`src/rtl/book_req_arbiter_if.sv`:
```
// Update bus between the order-book message decoders and the book update port.
// The arbiter connects through the master modport; the requester/book side uses slave.
interface book_req_arbiter_if #(
    parameter int NUM_REQ = 4,
    parameter int DATA_W  = 64
);
    localparam int SRC_W = $clog2(NUM_REQ);

    logic [NUM_REQ-1:0]        reqValidIn;
    logic [NUM_REQ*DATA_W-1:0] reqDataIn;
    logic [NUM_REQ-1:0]        reqReadyOut;
    logic                      bookValidOut;
    logic [DATA_W-1:0]         bookDataOut;
    logic [SRC_W-1:0]          bookSrcOut;
    logic                      bookReadyIn;
    logic [15:0]               stallCntOut;

    modport master (
        input  reqValidIn, reqDataIn, bookReadyIn,
        output reqReadyOut, bookValidOut, bookDataOut, bookSrcOut, stallCntOut
    );

    modport slave (
        output reqValidIn, reqDataIn, bookReadyIn,
        input  reqReadyOut, bookValidOut, bookDataOut, bookSrcOut, stallCntOut
    );
endinterface

```
`src/rtl/book_req_arbiter.sv`:
```
// Round-robin arbiter funnelling NUM_REQ decoder update streams into one
// registered, source-tagged book update port, with a saturating stall counter.
module book_req_arbiter #(
    parameter int NUM_REQ = 4,
    parameter int DATA_W  = 64
) (
    input  logic               clk100In,
    input  logic               rstIn,
    book_req_arbiter_if.master bus
);
    localparam int               SRC_W     = $clog2(NUM_REQ);
    localparam logic [SRC_W-1:0] LAST_IDX  = SRC_W'(NUM_REQ - 1);
    localparam logic [15:0]      STALL_MAX = 16'hFFFF;

    logic                bookValidR;
    logic [DATA_W-1:0]   bookDataR;
    logic [SRC_W-1:0]    bookSrcR;
    logic [SRC_W-1:0]    ptrR;
    logic [15:0]         stallCntR;

    logic                stageFreeS;
    logic                hiFoundS;
    logic                anyValidS;
    logic [SRC_W-1:0]    hiIdxS;
    logic [SRC_W-1:0]    loIdxS;
    logic [SRC_W-1:0]    candIdxS;
    logic [SRC_W-1:0]    ptrNextS;
    logic                grantS;
    logic                stallS;
    logic [NUM_REQ-1:0]  reqReadyS;
    logic [DATA_W-1:0]   candDataS;

    // Candidate search: lowest valid index at or above ptr, otherwise lowest valid index (wrap).
    always_comb begin
        hiFoundS  = 1'b0;
        anyValidS = 1'b0;
        hiIdxS    = '0;
        loIdxS    = '0;
        for (int i = NUM_REQ - 1; i >= 0; i--) begin
            anyValidS = anyValidS | bus.reqValidIn[i];
            loIdxS    = bus.reqValidIn[i] ? SRC_W'(i) : loIdxS;
            hiFoundS  = hiFoundS | (bus.reqValidIn[i] && (SRC_W'(i) >= ptrR));
            hiIdxS    = (bus.reqValidIn[i] && (SRC_W'(i) >= ptrR)) ? SRC_W'(i) : hiIdxS;
        end
        candIdxS = hiFoundS ? hiIdxS : loIdxS;
    end

    // Grant decision and ready vector; the ready path never looks at the data words.
    always_comb begin
        stageFreeS = !bookValidR || bus.bookReadyIn;
        grantS     = anyValidS && stageFreeS && !rstIn;
        reqReadyS  = '0;
        for (int i = 0; i < NUM_REQ; i++) begin
            reqReadyS[i] = grantS && (candIdxS == SRC_W'(i));
        end
        stallS   = |(bus.reqValidIn & ~reqReadyS);
        ptrNextS = (candIdxS == LAST_IDX) ? '0 : candIdxS + SRC_W'(1'b1);
    end

    // Word mux for the candidate requester.
    always_comb begin
        candDataS = '0;
        for (int i = 0; i < NUM_REQ; i++) begin
            candDataS = (candIdxS == SRC_W'(i)) ? bus.reqDataIn[i*DATA_W +: DATA_W] : candDataS;
        end
    end

    // Output stage and round-robin pointer; a consumed word with no replacement only clears valid.
    always_ff @(posedge clk100In) begin
        if (rstIn) begin
            bookValidR <= 1'b0;
            bookDataR  <= '0;
            bookSrcR   <= '0;
            ptrR       <= '0;
        end else if (grantS) begin
            bookValidR <= 1'b1;
            bookDataR  <= candDataS;
            bookSrcR   <= candIdxS;
            ptrR       <= ptrNextS;
        end else if (bus.bookReadyIn) begin
            bookValidR <= 1'b0;
        end
    end

    // Stall counter: one count per cycle in which any valid requester is left waiting.
    always_ff @(posedge clk100In) begin
        if (rstIn) begin
            stallCntR <= 16'd0;
        end else if (stallS && (stallCntR != STALL_MAX)) begin
            stallCntR <= stallCntR + 16'd1;
        end
    end

    assign bus.reqReadyOut  = reqReadyS;
    assign bus.bookValidOut = bookValidR;
    assign bus.bookDataOut  = bookDataR;
    assign bus.bookSrcOut   = bookSrcR;
    assign bus.stallCntOut  = stallCntR;
endmodule

```
`src/flat_wrapper.sv`:
```
// flat-port wrapper written by rule: the top's interface ports become plain ports
module book_req_arbiter_flat 
#(
    parameter int NUM_REQ = 4,
    parameter int DATA_W  = 64
)
  (clk100In, rstIn, bus_reqValidIn, bus_reqDataIn, bus_bookReadyIn, bus_reqReadyOut, bus_bookValidOut, bus_bookDataOut, bus_bookSrcOut, bus_stallCntOut);
  book_req_arbiter_if #(.NUM_REQ(NUM_REQ), .DATA_W(DATA_W)) bus_i ();
  input  logic clk100In;
  input  logic rstIn;
  input wire logic [$bits(bus_i.reqValidIn)-1:0] bus_reqValidIn;
  input wire logic [$bits(bus_i.reqDataIn)-1:0] bus_reqDataIn;
  input wire logic [$bits(bus_i.bookReadyIn)-1:0] bus_bookReadyIn;
  output wire logic [$bits(bus_i.reqReadyOut)-1:0] bus_reqReadyOut;
  output wire logic [$bits(bus_i.bookValidOut)-1:0] bus_bookValidOut;
  output wire logic [$bits(bus_i.bookDataOut)-1:0] bus_bookDataOut;
  output wire logic [$bits(bus_i.bookSrcOut)-1:0] bus_bookSrcOut;
  output wire logic [$bits(bus_i.stallCntOut)-1:0] bus_stallCntOut;
  assign bus_i.reqValidIn = bus_reqValidIn;
  assign bus_i.reqDataIn = bus_reqDataIn;
  assign bus_i.bookReadyIn = bus_bookReadyIn;
  assign bus_reqReadyOut = bus_i.reqReadyOut;
  assign bus_bookValidOut = bus_i.bookValidOut;
  assign bus_bookDataOut = bus_i.bookDataOut;
  assign bus_bookSrcOut = bus_i.bookSrcOut;
  assign bus_stallCntOut = bus_i.stallCntOut;
  book_req_arbiter #(.NUM_REQ(NUM_REQ), .DATA_W(DATA_W)) u_core (.clk100In(clk100In), .rstIn(rstIn), .bus(bus_i));
endmodule
```
`config.mk`:
```
export PLATFORM = sky130hd
export DESIGN_NAME = book_req_arbiter_flat
export DESIGN_NICKNAME = d
export VERILOG_FILES = /design/src/rtl/book_req_arbiter_if.sv /design/src/rtl/book_req_arbiter.sv /design/src/flat_wrapper.sv
export SDC_FILE = /design/constraint.sdc
export NUM_CORES = 1
export LEC_CHECK = 0
export ABC_AREA = 1
export CAP_MARGIN = 10
export CORE_AREA = 2 2 135 137
export CTS_CLUSTER_SIZE = 8
export DETAILED_ROUTE_END_ITERATION = 8
export DIE_AREA = 0 0 137 139
export PLACE_DENSITY = 0.68
export SKIP_CTS_REPAIR_TIMING = 1
export SLEW_MARGIN = 40
export SYNTH_ARGS = -nofsm -noshare
export SYNTH_HDL_FRONTEND = slang
export SYNTH_SLANG_ARGS = --single-unit
```
`constraint.sdc`:
```
create_clock -name clk100In -period 4.3 [get_ports clk100In]
set_clock_uncertainty 0.15 [all_clocks]
set_input_delay 1.29 -clock clk100In [delete_from_list [all_inputs] [get_ports clk100In]]
set_output_delay 1.29 -clock clk100In [all_outputs]
set_load 0.02 [all_outputs]
```
# [Yosys cells after proc, flatten, opt, wreduce, memory -nomap -nowiden]
# Cells that the tools add are included.
[word_totals] out_inout_bits=87 reg_bits=85
[op_classes] magnitude_cmp=4 n_eq_ne=4 n_bitwise=8 mux=16 reduce_logical=17 add_sub_neg=2
[ops] operator="$mux 64" n=4
[ops] operator="$mux 2" n=10
[ops] operator="$add 16x1->16 const B" n=1
[ops] operator="$ne 16x16->1 const B" n=1
[ops] operator="$logic_and 1x1->1" n=11
[ops] operator="$or 1x1->1" n=6
[ops] operator="$and 4x4->4" n=1
[ops] operator="$eq 2x2->1 const B" n=2
[ops] operator="$ge 1x2->1 const A" n=2
[ops] operator="$ge 2x2->1 const A" n=2
[ops] operator="$not 4->4" n=1
[ops] operator="$reduce_or 4->1" n=1
[ops] operator="$add 2x1->2 const B" n=1
[ops] operator="$eq 2x1->1 const B" n=1
[ops] operator="$logic_not 1->1" n=2
[ops] operator="$logic_not 2->1" n=1
[ops] operator="$mux 1" n=2
[ops] operator="$reduce_bool 2->1" n=1
[ops] operator="$logic_or 1x1->1" n=1

# [Depth between registers and ports, before layout]
# Gate-level depths: netlist (run 1).
[depth] depth_word=13 depth_mapped=17 depth_no_buf=16

# [Worst setup path before layout (run 1)]
# Ideal clock, no wire load.
[synth_timing] kind="input-to-output" start="input port bus_reqValidIn[0]" end="output port bus_reqReadyOut[3]" arrival_time_ns=2.452 path_buffers=1 setup_slack_ns=0.408 cell_stages=10 t_required_ns=2.860 path_cell_list="inv_1 -> nor3_1 -> inv_1 -> nand4_1 -> nand2_1 -> inv_1 -> ha_1 -> nand3_1 -> inv_2 -> buf_2"
[synth_between] elab_chain_cells=5 word_cells_on_any_way=10 cone_classes="eq/ne (1); mux (3); bitwise (2); reduce/logical (4)"
[synth_rtl] item="start: declaration" line_no="flat_wrapper.sv:11" text="input wire logic [$bits(bus_i.reqValidIn)-1:0] bus_reqValidIn;"
[synth_rtl] item="$logic_and 1x1->1" line_no="book_req_arbiter.sv:42, book_req_arbiter.sv:43"
[synth_rtl] item="$mux 2 or $or 1x1->1 (tied branches)" line_no="book_req_arbiter.sv:43, book_req_arbiter.sv:42"
[synth_rtl] item="$mux 2 (*)" line_no="book_req_arbiter.sv:45" text="candIdxS = hiFoundS ? hiIdxS : loIdxS;"
[synth_rtl] item="named net u_core.candIdxS[0]" line_no="book_req_arbiter.sv:26" text="logic [SRC_W-1:0] candIdxS;"
[synth_rtl] item="$eq 2x2->1 (*)" line_no="book_req_arbiter.sv:54" text="reqReadyS[i] = grantS && (candIdxS == SRC_W'(i));"
[synth_rtl] item="$logic_and 1x1->1 (*)" line_no="book_req_arbiter.sv:54"
[synth_rtl] item="end: declaration" line_no="flat_wrapper.sv:14" text="output wire logic [$bits(bus_i.reqReadyOut)-1:0] bus_reqReadyOut;"
# The timed path passes the listed nets; every way through them passes the cells marked *.

# [Final worst setup path (run 1)]
[layout_timing] start="input port bus_reqValidIn[0]" end="output port bus_reqReadyOut[2]"
# Same word-level chain as after synthesis.

==> results.json, run 1 <==
{
  "status": "completed",
  "finish.net_count": 1376,
  "ys_top_cells_by_area": "dfxtp_1, nand2_1, a22oi_1",
  "post_detailed_placement_half_perimeter_wirelength_um": 15710,
  "most_frequent_cell_after_synthesis": "nand2_1",
  "ff_latch_area_um2": 1702,
  "maxCapViolCount": 0,
  "power_density_nw_per_um2": 340.6,
  "floorplan.rows": 49,
  "synthesis.area_per_instance_um2": 6.486,
  "flow.area_growth_from_synthesis_pct": 81.16,
  "max_freq_ghz": 0.2483,
  "synthDominantAreaCellType": "dfxtp_1",
  "ys_warn_count": 0,
  "drt.antenna.violating_nets": 0,
  "setup_viol_count_final": 0,
  "ctsHtreeMaxLevel": 3,
  "relative_slew_margins_pct": 45.30,
  "hold_path_class": "flip-flop to flip-flop",
  "final_critical_path_setup_slack_ns": 0.2730,
  "ffs_latches_synth": 85,
  "drtPass1Iterations": 5,
  "die_height_um": 139,
  "clock-sinks": 85,
  "final_layout_size_suffix_gt1_share_pct": 6.745,
  "post-synth-top-area-fraction_pct": 33.76,
  "via_per_instance_ratio": 4.875,
  "clk_transition_reported_paths_ns": 0.06,
  "critical_path.max_fanout": 4,
  "floorplan.die_area_um2": 19040,
  "path_cells": "dlymetal6s2s_1 > inv_1 > nor3_2 > buf_4 > nor2_1 > nand2_2 > inv_1 > buf_4 > ha_4 > nand3_1 > inv_1 > buf_4",
  "worst_skew_pair.late_latency_ns": 0.34,
  "grt_first_pass_wirelength_um": 32440,
  "power.leakage_nw": 3.277,
  "multiInputGateArea_um2": 2983,
  "critical_path_buf_inv_count": 7,
  "ctsRootBufferMaster": "clkbuf_16",
  "final_hold_viol_count": 0,
  "yosysUniqueCellTypes": 23,
  "grt-ovfl-total": 0,
  "remaining_drc_errors": 0,
  "core_util_final_pct": 51.71,
  "unrepaired_setup_endpoints_after_global_routing": "no",
  "drt-total-wl_um": 21670,
  "floorplan.io_pins": 350,
  "mapped_cell_area_um2": 5040,
  "grt_antenna_before_repair": 0,
  "tightestPinTransition_ns": 0.8205,
  "worst_setup_path_end_kind": "output port",
  "num-fill-cells": 1778,
  "post_synth_net_total": 1045,
  "floorplan.initialDensity_pct": 28.54,
  "async_flop_share_pct": 0,
  "cpMaxStageDelayCell": "nor3_2",
  "min_period_over_period_pct": 93.65,
  "critical_path.top_delay_family": "buffers and inverters",
  "clock_path_buffers": 2,
  "placement.setup.worst_slack_ns": -0.5845,
  "synth_enable_flop_cells": 0,
  "cts-buffers-inserted": 9,
  "drtIter0Drc": 261,
  "antenna-diode-count": 0,
  "min_period_ns": 4.027,
  "timing.setup.critical_path_class": "primary input to output port",
  "grt_util_all_layers_pct": 21.80,
  "synth_seq_area_share_pct": 33.76,
  "die_w_um": 137,
  "critPathArrivalTime_ns": 2.59,
  "worstSetupStartpointType": "primary input",
  "post_synth_top_flop": "dfxtp_1",
  "worst_path_largest_cell_delay_ns": 0.18,
  "io_buffer_count": 349,
  "vdd_ir_drop_max_uv": 226.9,
  "core_area_um2": 17660,
  "maxSlewViolCount": 0,
  "via_count": 6538,
  "place.gp.congestion": 0.8334,
  "worst-endpoint-required_ns": 2.86,
  "first_global_vias": 6017,
  "routedWlPerCell_um": 16.16,
  "largest_net_degree_at_the_start_of_global_routing": 81,
  "tritoncts_clock_tree": "yes",
  "number_of_standard_cells_after_synthesis": 777,
  "synth_commonest_cells": "nand2_1, dfxtp_1, a22oi_1, a31oi_1, o21ai_0"
}
==> metrics by stage <==
step	area, um2	hold slack [ns]	setup TNS (ns)	std cells	power [mW]
detailed placement	8771	0.3167	-7.248	1324	2.281
CTS	9077	0.3248	-2.283	1339	3.130
global placement	8771	0.3075	-3.003	1324	2.274
floorplan	5040	0.3201	0	777	1.643
global route	9130	0.3397	0	1341	3.301
finish	9130	0.3196	0	1341	3.110
==> cell usage in the layout (no fill, tap or decap), drive strengths merged <==
| master | instances |
|---|---|
| clkdlybuf4s50 | 340 |
| nand2 | 310 |
| dfxtp | 85 |
| o21ai | 66 |
| a22oi | 64 |
| a31oi | 64 |
| nor2 | 44 |
| buf | 35 |
| nand3 | 25 |
| inv | 25 |
| a21oi | 18 |
| clkbuf | 12 |
| nor3 | 8 |
| ha | 5 |
| dlymetal6s2s | 4 |
| nand4 | 3 |
| bufinv | 2 |
| clkinv | 2 |
==> report_power, final <==
group | internal [mW] | leakage [nW] | switching (mW)
registers | 0.880 | 0.693 | 0.0591
clock network | 0.507 | 0.150 | 0.331
logic | 0.637 | 2.43 | 0.695
total | 2.02 | 3.28 | 1.08
==> path summary, 6_finish.rpt <==
check                                              from                                 endpoint  slack, ns  depth (start not counted)
hold / removal    u_core.bus.bookSrcOut[0]$_SDFFE_PP0P_    u_core.bus.bookSrcOut[0]$_SDFFE_PP0P_       0.32                          2
setup reg to reg            u_core.ptrR[1]$_SDFFE_PP0P_  u_core.bus.bookDataOut[61]$_SDFFE_PP0P_       1.25                         12
setup / recovery                      bus_reqValidIn[0]                       bus_reqReadyOut[2]       0.27                         12
hold reg to reg   u_core.bus.bookSrcOut[0]$_SDFFE_PP0P_    u_core.bus.bookSrcOut[0]$_SDFFE_PP0P_       0.32                          2
==> area by class of cell <==
cell class | count | area share [%]
timing repair buffer | 380 | 41.17
multi-input combinational | 607 | 32.67
sequential | 85 | 18.64
tap | 229 | 3.138
clock buffer | 11 | 2.549
inverter | 25 | 1.028
clock inverter | 4 | 0.8086
==> worst min-delay path: stages (launching register included) <==
cell     delay, ns
dfxtp_1       0.31
nand2_1       0.06
a21oi_1       0.06
==> cells by family after synthesis <==
| logic type | count (synthesis) | share of synthesized area [%] |
|---|---|---|
| compound gates | 212 | 26.04 |
| fa+ha+maj | 5 | 1.241 |
| buf+inv | 85 | 8.193 |
| flops | 85 | 33.76 |
| simple gates | 390 | 30.76 |
==> registers in the layout, summed over array words and instances, names as in the netlist <==
signal,cells
u_core.bus.bookDataOut,64
u_core.bus.stallCntOut,16
u_core.bus.bookSrcOut,2
u_core.ptrR,2
u_core.bus.bookValidOut,1
==> metal layers <==
metal / vias to the layer above / GRT usage, % / share of wire, %
met1: 2939 / 26.84 / 41
met2: 269 / 35.82 / 48
li1: 3304 / - / -
met4: 0 / 7.868 / 2.3
met5: - / 0 / 0
met3: 26 / 6.396 / 8.9
Note: power is estimated with default switching activity, not from simulation.
==> run 2: changes to the inputs <==
Settings changed: CAP_MARGIN 10 to 40.
==> results of run 2 <==
Final layout, timing and power as in run 1 (identical DEF).
==> run 3: changes to the inputs <==
Settings changed: REMOVE_ABC_BUFFERS set to 1.
==> run 3 against run 2 <==
Combinational power is essentially flat; first-iteration DRC count grew 50%; routed wire length grew 2.1%.
==> results.json, run 3 (synthesis results as in run 1) <==
{
  "status": "completed",
  "num-fill-cells": 1788,
  "die_w_um": 137,
  "core_area_um2": 17660,
  "largest_register_ff_count": 64,
  "max_freq_ghz": 0.2478,
  "worst_skew_pair.late_latency_ns": 0.34,
  "vdd_ir_drop_max_uv": 178.0,
  "grt_antenna_before_repair": 1,
  "routedWlPerCell_um": 16.43,
  "via_count": 6505,
  "critPathMostFrequentCell": "inv_2",
  "multiInputGateArea_um2": 2987,
  "floorplan.io_pins": 350,
  "finish.net_count": 1379,
  "maxSlewViolCount": 0,
  "worst_setup_path_end_kind": "output port",
  "worstSetupStartpointType": "primary input",
  "mostFrequentLayoutCell": "clkdlybuf4s50_1",
  "place.gp.congestion": 0.8525,
  "cpMaxStageDelayCell": "ha_2",
  "floorplan.die_area_um2": 19040,
  "power.leakage_nw": 3.308,
  "flow.area_growth_from_synthesis_pct": 81.88,
  "tritoncts_clock_tree": "yes",
  "first_global_vias": 6083,
  "min_period_over_period_pct": 93.84,
  "clock_path_buffers": 2,
  "clock-sinks": 85,
  "drtIter0Drc": 392,
  "largest_net_degree_at_the_start_of_global_routing": 77,
  "grt_first_pass_wirelength_um": 33380,
  "final_critical_path_setup_slack_ns": 0.2651,
  "critical_path.top_delay_family": "buffers and inverters",
  "holdPathStages": 2,
  "tightestPinTransition_ns": 0.7978,
  "via_per_instance_ratio": 4.833,
  "path_depth": 12,
  "floorplan.initialDensity_pct": 28.54,
  "internal-power_mw": 2.060,
  "relative_slew_margins_pct": 46.81,
  "path_cells": "dlymetal6s2s_1 > inv_2 > a21oi_2 > buf_4 > a21oi_2 > nand2_2 > inv_2 > buf_4 > ha_2 > nand3_2 > inv_2 > buf_12",
  "ff2ff_path_depth": 11,
  "share_comb_of_total_power_pct": 42.7,
  "io_buffer_count": 349,
  "die_height_um": 139,
  "net-switching-power_mw": 1.097,
  "critPathArrivalTime_ns": 2.59,
  "sw_frac_of_total_pct": 34.74,
  "timing.setup.critical_path_class": "primary input to output port",
  "critical_path_buf_inv_count": 7,
  "drt.antenna.violating_nets": 0,
  "ctsRootBufferMaster": "clkbuf_16",
  "cts-buffers-inserted": 9,
  "unrepaired_setup_endpoints_after_global_routing": "no",
  "final_cell_mix": "clkdlybuf4s50_1, nand2_1, dfxtp_1",
  "seq_power_share_pct": 29.8,
  "hold_path_class": "flip-flop to flip-flop",
  "placed_insts": 1325,
  "worst_path_largest_cell_delay_ns": 0.18,
  "floorplan.rows": 49,
  "min_period_ns": 4.035,
  "fin_cells": 1346,
  "pwr-share-clk_pct": 27.6,
  "ctsHtreeMaxLevel": 3,
  "grt_util_all_layers_pct": 22.54,
  "post_detailed_placement_half_perimeter_wirelength_um": 16490,
  "placement.setup.worst_slack_ns": -0.5546,
  "clk_transition_reported_paths_ns": 0.06,
  "worst-endpoint-required_ns": 2.86,
  "ff_latch_area_um2": 1702,
  "final_layout_size_suffix_gt1_share_pct": 7.527,
  "remaining_drc_errors": 0,
  "critical_path.max_fanout": 3,
  "power_density_nw_per_um2": 344.3,
  "setup_viol_count_final": 0,
  "drt-total-wl_um": 22110,
  "final_hold_viol_count": 0,
  "grt-ovfl-total": 0,
  "maxCapViolCount": 0,
  "drtPass1Iterations": 4
}
==> run 3: changes by cell type in the layout (fill, tap and decap cells not counted), sizes merged <==
cell	before	now
clkbuf	12	14
diode	0	1
buf	35	36
dlymetal6s2s	4	5
==> run 3: metrics by stage <==
stage	hold slack, ns	util (%)	setup TNS [ns]	area [um2]	power, mW
2_1_floorplan	0.3226	-	-41.45	4721	1.591
3_5_place_dp	0.3276	49.63	-5.722	8763	2.285
3_3_place_gp	0.3224	49.63	-3.794	8763	2.279
6_report	0.3335	51.91	0	9166	3.156
4_1_cts	0.3378	51.48	-1.855	9090	3.172
5_1_grt	0.3515	51.91	0	9166	3.346
==> run 3: per-layer routing <==
| metal | GRT usage [%] | up-vias | part of all wire, % |
|---|---|---|---|
| met2 | 37.00 | 226 | 49 |
| met4 | 7.054 | 0 | 2.1 |
| li1 | - | 3315 | - |
| met5 | 0 | - | 0 |
| met3 | 6.798 | 28 | 8.2 |
| met1 | 28.12 | 2936 | 41 |
==> run 3: worst paths after layout <==
path                                           start                                 endpoint  slack [ns]
max                                bus_reqValidIn[2]                       bus_reqReadyOut[3]        0.27
min          u_core.bus.bookDataOut[49]$_SDFFE_PP0P_  u_core.bus.bookDataOut[49]$_SDFFE_PP0P_        0.33
max reg2reg              u_core.ptrR[1]$_SDFFE_PP0P_   u_core.bus.bookDataOut[7]$_SDFFE_PP0P_        1.23
min reg2reg  u_core.bus.bookDataOut[49]$_SDFFE_PP0P_  u_core.bus.bookDataOut[49]$_SDFFE_PP0P_        0.33
==> run 3: power by group through the flow <==
stage               combinational (mW)  sequential, mW  clock [mW]
floorplan                        0.540            1.05           0
finish                            1.35           0.940       0.870
detailed placement                1.34           0.949           0
CTS                               1.34           0.936       0.894
global placement                  1.33           0.950           0
global route                      1.47           0.951       0.926
==> run 3: layout make-up <==
cell class	count	area share [%]
Antenna cell	1	0.02730
Clock buffer	12	2.798
Clock inverter	4	0.7644
Inverter	25	1.024
Multi-Input combinational cell	607	32.58
Sequential cell	85	18.56
Tap cell	229	3.126
Timing Repair Buffer	383	41.11
==> run 3: worst reg2reg max path, stage by stage (launching register included) <==
cell and delay [ns]:
dfxtp_1 0.49, a21oi_2 0.11, nor2_1 0.13, nand4_1 0.11, nand2_2 0.12, buf_4 0.12
ha_4 0.12, buf_4 0.42, buf_4 0.63, o21ai_0 0.34, nand2_1 0.11, a31oi_1 0.07
